==> src/rtl/fifo_read_stream.sv <==
// fifo_read_stream: read-side drain engine for an async FIFO.
// Pops words from the FIFO read port and re-presents them as a valid/ready
// stream through a 3-entry prefetch buffer. Pop decisions depend only on
// registered occupancy, so there is no combinational m_ready -> p_read_en path.
module fifo_read_stream #(
    parameter int BITS     = 32,
    parameter int CNT_BITS = 16
) (
    input  logic                read_clk,
    input  logic                read_rst_n,
    input  logic                enable,
    output logic                p_read_en,
    input  logic [BITS-1:0]     p_read_data,
    input  logic                p_read_empty,
    output logic                m_valid,
    input  logic                m_ready,
    output logic [BITS-1:0]     m_data,
    output logic [CNT_BITS-1:0] pop_count
);

    localparam int DEPTH = 3;

    // Buffer bookkeeping: occupancy, outstanding pop, circular pointers.
    logic [1:0]          r_occ;
    logic                r_inflight;
    logic [1:0]          r_rd_ptr;
    logic [1:0]          r_wr_ptr;
    logic [CNT_BITS-1:0] r_pop_count;

    // Slot contents, gathered into one packed vector for the output mux.
    logic [DEPTH-1:0][BITS-1:0] w_slots;

    logic       w_arrival;
    logic       w_consume;
    logic       w_room;
    logic [2:0] w_reserved;
    logic [2:0] w_occ_sum;
    logic [1:0] w_occ_next;
    logic [1:0] w_rd_ptr_next;
    logic [1:0] w_wr_ptr_next;

    // Advance a buffer pointer, wrapping after the last slot.
    function automatic logic [1:0] ptr_inc(input logic [1:0] p);
        return (p == 2'(DEPTH - 1)) ? 2'd0 : p + 2'd1;
    endfunction

    // A word lands one cycle after its pop; a word leaves on handshake.
    assign w_arrival = r_inflight;
    assign w_consume = m_valid & m_ready;

    // Slots already held plus the one reserved by an outstanding pop.
    assign w_reserved = {1'b0, r_occ} + {2'b00, r_inflight};
    assign w_room     = (w_reserved < 3'(DEPTH));

    // Pop only when a slot is guaranteed to be free on arrival.
    assign p_read_en = read_rst_n & enable & ~p_read_empty & w_room;

    // Occupancy after this cycle's arrival and consume.
    assign w_occ_sum  = w_reserved - {2'b00, w_consume};
    assign w_occ_next = w_occ_sum[1:0];

    assign w_rd_ptr_next = w_consume ? ptr_inc(r_rd_ptr) : r_rd_ptr;
    assign w_wr_ptr_next = w_arrival ? ptr_inc(r_wr_ptr) : r_wr_ptr;

    assign m_valid   = (r_occ != 2'd0);
    assign pop_count = r_pop_count;

    // Head-of-buffer mux; stream data always comes from a register.
    always_comb begin
        m_data = '0;
        case (r_rd_ptr)
            2'd0:    m_data = w_slots[0];
            2'd1:    m_data = w_slots[1];
            2'd2:    m_data = w_slots[2];
            default: m_data = '0;
        endcase
    end

    // One storage register per slot, written when the arriving word targets it.
    generate
        for (genvar gi = 0; gi < DEPTH; gi++) begin : g_slot
            logic [BITS-1:0] r_slot;

            // Capture the arriving FIFO word into this slot.
            always_ff @(posedge read_clk or negedge read_rst_n) begin
                if (!read_rst_n) begin
                    r_slot <= '0;
                end else if (w_arrival && (r_wr_ptr == 2'(gi))) begin
                    r_slot <= p_read_data;
                end
            end

            assign w_slots[gi] = r_slot;
        end
    endgenerate

    // Occupancy, pointers and the outstanding-pop flag.
    always_ff @(posedge read_clk or negedge read_rst_n) begin
        if (!read_rst_n) begin
            r_occ      <= 2'd0;
            r_inflight <= 1'b0;
            r_rd_ptr   <= 2'd0;
            r_wr_ptr   <= 2'd0;
        end else begin
            r_occ      <= w_occ_next;
            r_inflight <= p_read_en;
            r_rd_ptr   <= w_rd_ptr_next;
            r_wr_ptr   <= w_wr_ptr_next;
        end
    end

    // Count pops at issue time; wraps naturally at the counter width.
    always_ff @(posedge read_clk or negedge read_rst_n) begin
        if (!read_rst_n) begin
            r_pop_count <= '0;
        end else if (p_read_en) begin
            r_pop_count <= r_pop_count + 1'b1;
        end
    end

    // Slot reservation must keep occupancy inside 0..3; underflow wraps to 7.
    a_occ_range: assert property (@(posedge read_clk) disable iff (!read_rst_n)
        (w_occ_sum <= 3'(DEPTH)));

endmodule

==> config.mk <==
export PLATFORM = sky130hd
export DESIGN_NAME = fifo_read_stream
export DESIGN_NICKNAME = d
export VERILOG_FILES = /design/src/rtl/fifo_read_stream.sv
export SDC_FILE = /design/constraint.sdc
export NUM_CORES = 1
export LEC_CHECK = 0
export ABC_AREA = 1
export CAP_MARGIN = 40
export CORE_MARGIN = 1.5
export CORE_UTILIZATION = 49
export CTS_BUF_LIST = sky130_fd_sc_hd__clkbuf_8
export DETAILED_ROUTE_END_ITERATION = 12
export DONT_BUFFER_PORTS = 1
export PLACE_DENSITY = 0.78
export SYNTH_ARGS = -nofsm -noshare
export SYNTH_HDL_FRONTEND = slang
export SYNTH_SLANG_ARGS = --single-unit
==> constraint.sdc <==
create_clock -name read_clk -period 1.9 [get_ports read_clk]
set_clock_uncertainty 0.15 [all_clocks]
set_input_delay 0.095 -clock read_clk [delete_from_list [all_inputs] [get_ports read_clk]]
set_output_delay 0.095 -clock read_clk [all_outputs]
set_load 0.02 [all_outputs]
# Yosys cells after proc, flatten, opt, wreduce, memory -nomap -nowiden
# Cells that the tools add are included.
# word_totals
register_bits	119
input_bits	37
output_inout_bits	50
word_cells	32
# op_classes
addsub	5
order_cmp	1
eq_ne	4
muxes	3
bitwise_logic	5
reduce_logical	6
# ops
op	count
$pmux W32 S3	1
$add A16 B1 Y16 const B	1
$add A2 B1 Y2 const B	2
$and A1 B1 Y1	4
$eq A2 B1 Y1 const B	2
$eq A2 B2 Y1 const B	2
$logic_not A2 Y1	2
$mux W2	2
$add A2 B1 Y3	1
$logic_and A1 B1 Y1	3
$lt A3 B2 Y1 const B	1
$reduce_bool A2 Y1	1
$sub A2 B1 Y2	1
$not A1 Y1	1

# Longest topological paths before layout
# logic_depth
ltp_word	3
depth_mapped	10
ltp_nobuf	10

# Least setup slack after synthesis
# OpenSTA, ideal clock, no wires.
# synth_path
kind	flip-flop to flip-flop
from	reg r_inflight
to	reg r_pop_count[9], in the netlist pop_count[9]
setup_ps	118
arrival_time_ps	1627
required_time_ps	1632
path_slack_ps	4
path_stages_with_launch	10
path_buffers	1
synth_period_minus_slack_ps	1896
path_cell_list	dfrtp_1 -> ha_1 -> ha_1 -> nand2_1 -> nand2_1 -> nor2_2 -> buf_4 -> nand3_1 -> xor2_1 -> inv_1
# synth_via
elab_chain_len	3
# synth_rtl
item	line	source
start: declaration	25	logic r_inflight;
start signal: assignment	106	r_inflight <= p_read_en;
$add A2 B1 Y3	52	assign w_reserved = {1'b0, r_occ} + {2'b00, r_inflight};
$lt A3 B2 Y1	53	assign w_room = (w_reserved < 3'(DEPTH));
$and A1 B1 Y1	56	assign p_read_en = read_rst_n & enable & ~p_read_empty & w_room;
named net p_read_en	12	output logic p_read_en,
end signal: assignment	117	r_pop_count <= r_pop_count + 1'b1;
end: declaration	28	logic [CNT_BITS-1:0] r_pop_count;
# The timed path passes the listed nets, and every way through them passes these cells.
# A chain may end at the register's enable or synchronous reset.

# Final worst setup path
# layout_path
from	reg r_rd_ptr[0]
to	out m_data[28]
# layout_via
elab_chain_len	2
word_cells_on_any_way	4
classes_between	2 x eq/ne; 1 x mux; 1 x reduce/logical
# layout_rtl
item	line	source
start: declaration	26	logic [1:0] r_rd_ptr;
start signal: assignment	107	r_rd_ptr <= w_rd_ptr_next;
$eq A2 B2 Y1, or another cell as far along	71	case (r_rd_ptr)
$pmux W32 S3 *	71	
end: declaration	17	output logic [BITS-1:0] m_data,
# Mark *: on every way between the ends. The rest lies on a longest branch, timed or not.

==> summary.md <==
| Metric | Value |
|---|---|
| CTS Root Cell | `clkbuf_8` |
| TritonCTS Sinks | `119` |
| DRT iter0 DRCs | `396` |
| Hold WC Path Type | `primary input to async pin` |
| Vias per cell | `5.321` |
| Placed instance count | `747` |
| Chip Height | `108.7 um` |
| Initial Util | `50.31%` |
| Vias post-DR | `4406` |
| Final WS setup | `-43.86 ps` |
| TNS Setup | `-377.6 ps` |
| First-pass GRT wire length | `20.78 mm` |
| Final non-filler cell total | `828` |
| Pre-antenna DRT Iters | `5` |
| Critical Path RT | `1650 ps` |
| Max-slew violations | `0` |
| Core ar. | `10890 sq um` |
| Clock Latency Late Sink | `440 ps` |
| Clock slew at reported path FFs | `70 ps` |
| Total power | `0.01192 W` |
| Yosys Warn Count | `0` |
| Synth top area cells | `dfrtp_1 (54%), nand2_1 (12%), o21ai_1 (9.1%), o211ai_2 (6.9%), inv_1 (5.2%)` |
| DRC viols | `0` |
| Count of different cell masters after synthesis | `23` |
| Initial antenna violation count | `0` |
| Leakage power | `3.426 nW` |
| Share of the synthesized area in the top cell type | `54.36%` |
| Fin crit share | `102.3%` |
| Violated checks | `hold timing, setup timing` |
| Critical Path End Type | `output pin` |
| Leading area contributor after synthesis | `dfrtp_1` |
| Unrepaired setup endpoints after global routing | `true` |
| Outcome | `finished, violations left` |
| CTS H-Tree Depth | `4` |
| Critical path launch point type | `register` |
| Slew margin rel. | `68.22%` |
| # port buffers | `0` |
| Ys flop type | `dfrtp_1` |
| Cell Rows | `38` |
| Worst-case reg-to-reg path depth | `9` |
| Fillers | `872` |
| Detail Route Antenna Nets | `0` |
| Largest net degree at the start of global routing | `121` |
| WHS | `-794.8 ps` |
| Min Tclk post-route | `1944 ps` |
| Clock Path Buffers | `2` |
| Post-DP HPWL | `7.711 mm` |
| Total Routing Usage GR | `22.89%` |
| GRT overflow | `0` |
| Asr flop ratio synth | `100.0%` |
| Synth Register Bits | `119` |
| Sequential area share after synthesis | `54.36%` |
| Top-count cell post-synth | `nand2_1` |
| Post-synth EDFFs | `0` |
| Synth Net Count | `662` |
| N_diodes | `0` |
| Final Hold Viols | `120` |
| Synth cell count leaders | `nand2_1 (169), dfrtp_1 (119), o21ai_1 (100)` |
| IO Pins | `87` |
| Die ar. | `11820 sq um` |
| RePlAce Congestion | `0.7964` |
| Detailed-route wire length | `13.37 mm` |
| Synth Instances | `621` |
| Die W | `108.7 um` |
| FMAX | `514.4 MHz` |
| Cell Area, Synth | `5478 sq um` |
| CTS buffer count | `17` |
| P per Cell Area | `1728 nW/um^2` |
| Routed wire per std cell | `16.15 um` |
| Nets@finish | `719` |
| Worst-margin pin slew | `474.6 ps` |
| Vias in the first global route | `4382` |
| Worst Path Arrival | `1700 ps` |
| Syn_area_per_cell | `8.821 sq um` |
| Max cap viols | `0` |
| Final setup fails | `13` |
| Kind of critical path | `register to output pin` |
| VDD IR-drop max | `846.8 uV` |
| Critical path peak fanout | `5` |
| CTS tree | `done` |
| Layout cells sized above 1 | `17.73%` |
| Area grow syn2layout | `25.90%` |
[report_power, final]
part | leakage (nW) | internal, W | switching (W) | total (W)
registers | 1.41 | 0.00366 | 0.000679 | 0.00434
logic | 1.85 | 0.00219 | 0.00336 | 0.00556
clock network | 0.172 | 0.00106 | 0.000959 | 0.00202
[area by class of cell]
type / count / area [sq um] / share of cell area [%]
clock buffer: 19 / 261.5 / 3.792
clock inverter: 10 / 83.83 / 1.216
inverter: 85 / 319.1 / 4.626
multi-input combinational: 382 / 2252 / 32.66
sequential: 119 / 2978 / 43.18
tap: 140 / 175.2 / 2.540
timing repair buffer: 73 / 827.0 / 11.99
[cell usage in the layout, fill, tap and decap left out, types with 3 or more instances in the layout]
| cell type | n |
|---|---|
| nor2_1 | 9 |
| clkinvlp_4 | 4 |
| buf_4 | 20 |
| dfrtp_1 | 119 |
| nand4_1 | 3 |
| nand2_1 | 161 |
| xor2_1 | 5 |
| nand2_2 | 8 |
| buf_12 | 11 |
| dlygate4sd3_1 | 35 |
| inv_2 | 7 |
| xnor2_1 | 5 |
| buf_6 | 5 |
| clkinv_2 | 4 |
| o21ai_1 | 100 |
| inv_1 | 77 |
| nand3_2 | 3 |
| clkbuf_8 | 19 |
| o211ai_2 | 9 |
| o211ai_4 | 21 |
| nand3_1 | 44 |
[state kept, by name, summed over array words and instances, names as in the netlist]
signal and cells:
g_slot.r_slot 96, pop_count 16, r_inflight 1, r_occ 2
r_rd_ptr 2, r_wr_ptr 2
[critical path, cell delays in order (launching register included)]
cell and delay, ps:
dfrtp_1 420, or2_4 290, buf_4 160, clkbuf_16 160
o211ai_4 240
[per-layer routing]
metal,vias up,GRT usage (%),wire (um),part of all wire [%]
met5,-,0,0,0
met4,0,7.801,197,1.5
met2,147,38.05,6741,50
met1,2137,27.41,5582,42
li1,2104,-,-,-
met3,18,8.488,850,6.4
[kinds of logic (layout without fill, tap and decap cells)]
logic type	Yosys count	in the layout	share of synthesized area [%]
buffers and inverters	120	187	9.068
AOI/OAI and AO/OA	133	133	16.40
and+or+nand+nor	235	235	17.66
DFF	119	119	54.36
xor gates and xnor gates	10	10	1.599
adders and majority gates	4	4	0.9137
[path summary, 6_finish.rpt]
check / slack (ps) / startpoint / end
min in group read_clk: -170 / read_rst_n / r_inflight
min: -790 / read_rst_n / g_slot[0].r_slot[11]
max in group asynchronous: 2200 / read_rst_n / r_wr_ptr[0]
max: -40 / r_rd_ptr[0] / m_data[28]
min reg2reg: 340 / g_slot[2].r_slot[11] / g_slot[2].r_slot[11]
max reg2reg: 120 / r_inflight / pop_count[7]
[repair_timing]
action | in CTS | in global routing
pin swaps | 4 | 8
hold buffers | 34 | 1
buffers inserted | 4 | 10
gates cloned | 0 | 3
endpoints found under the hold margin | 224 | 121
endpoints found under the setup margin | 34 | 34
gates resized for setup | 25 | 23
[metrics by stage]
stage                     area (sq um)  setup WS, ps  utilization [%]
final                             6897        -43.86            63.34
after global routing              6897        -117.6            63.34
after CTS                         6583        -45.99            60.46
after detailed placement          5710        -105.5            52.45
after global placement            5710         9.732            52.45
after floorplan                   5478         4.329                -
No activity file was read; power rests on OpenSTA's default activity.
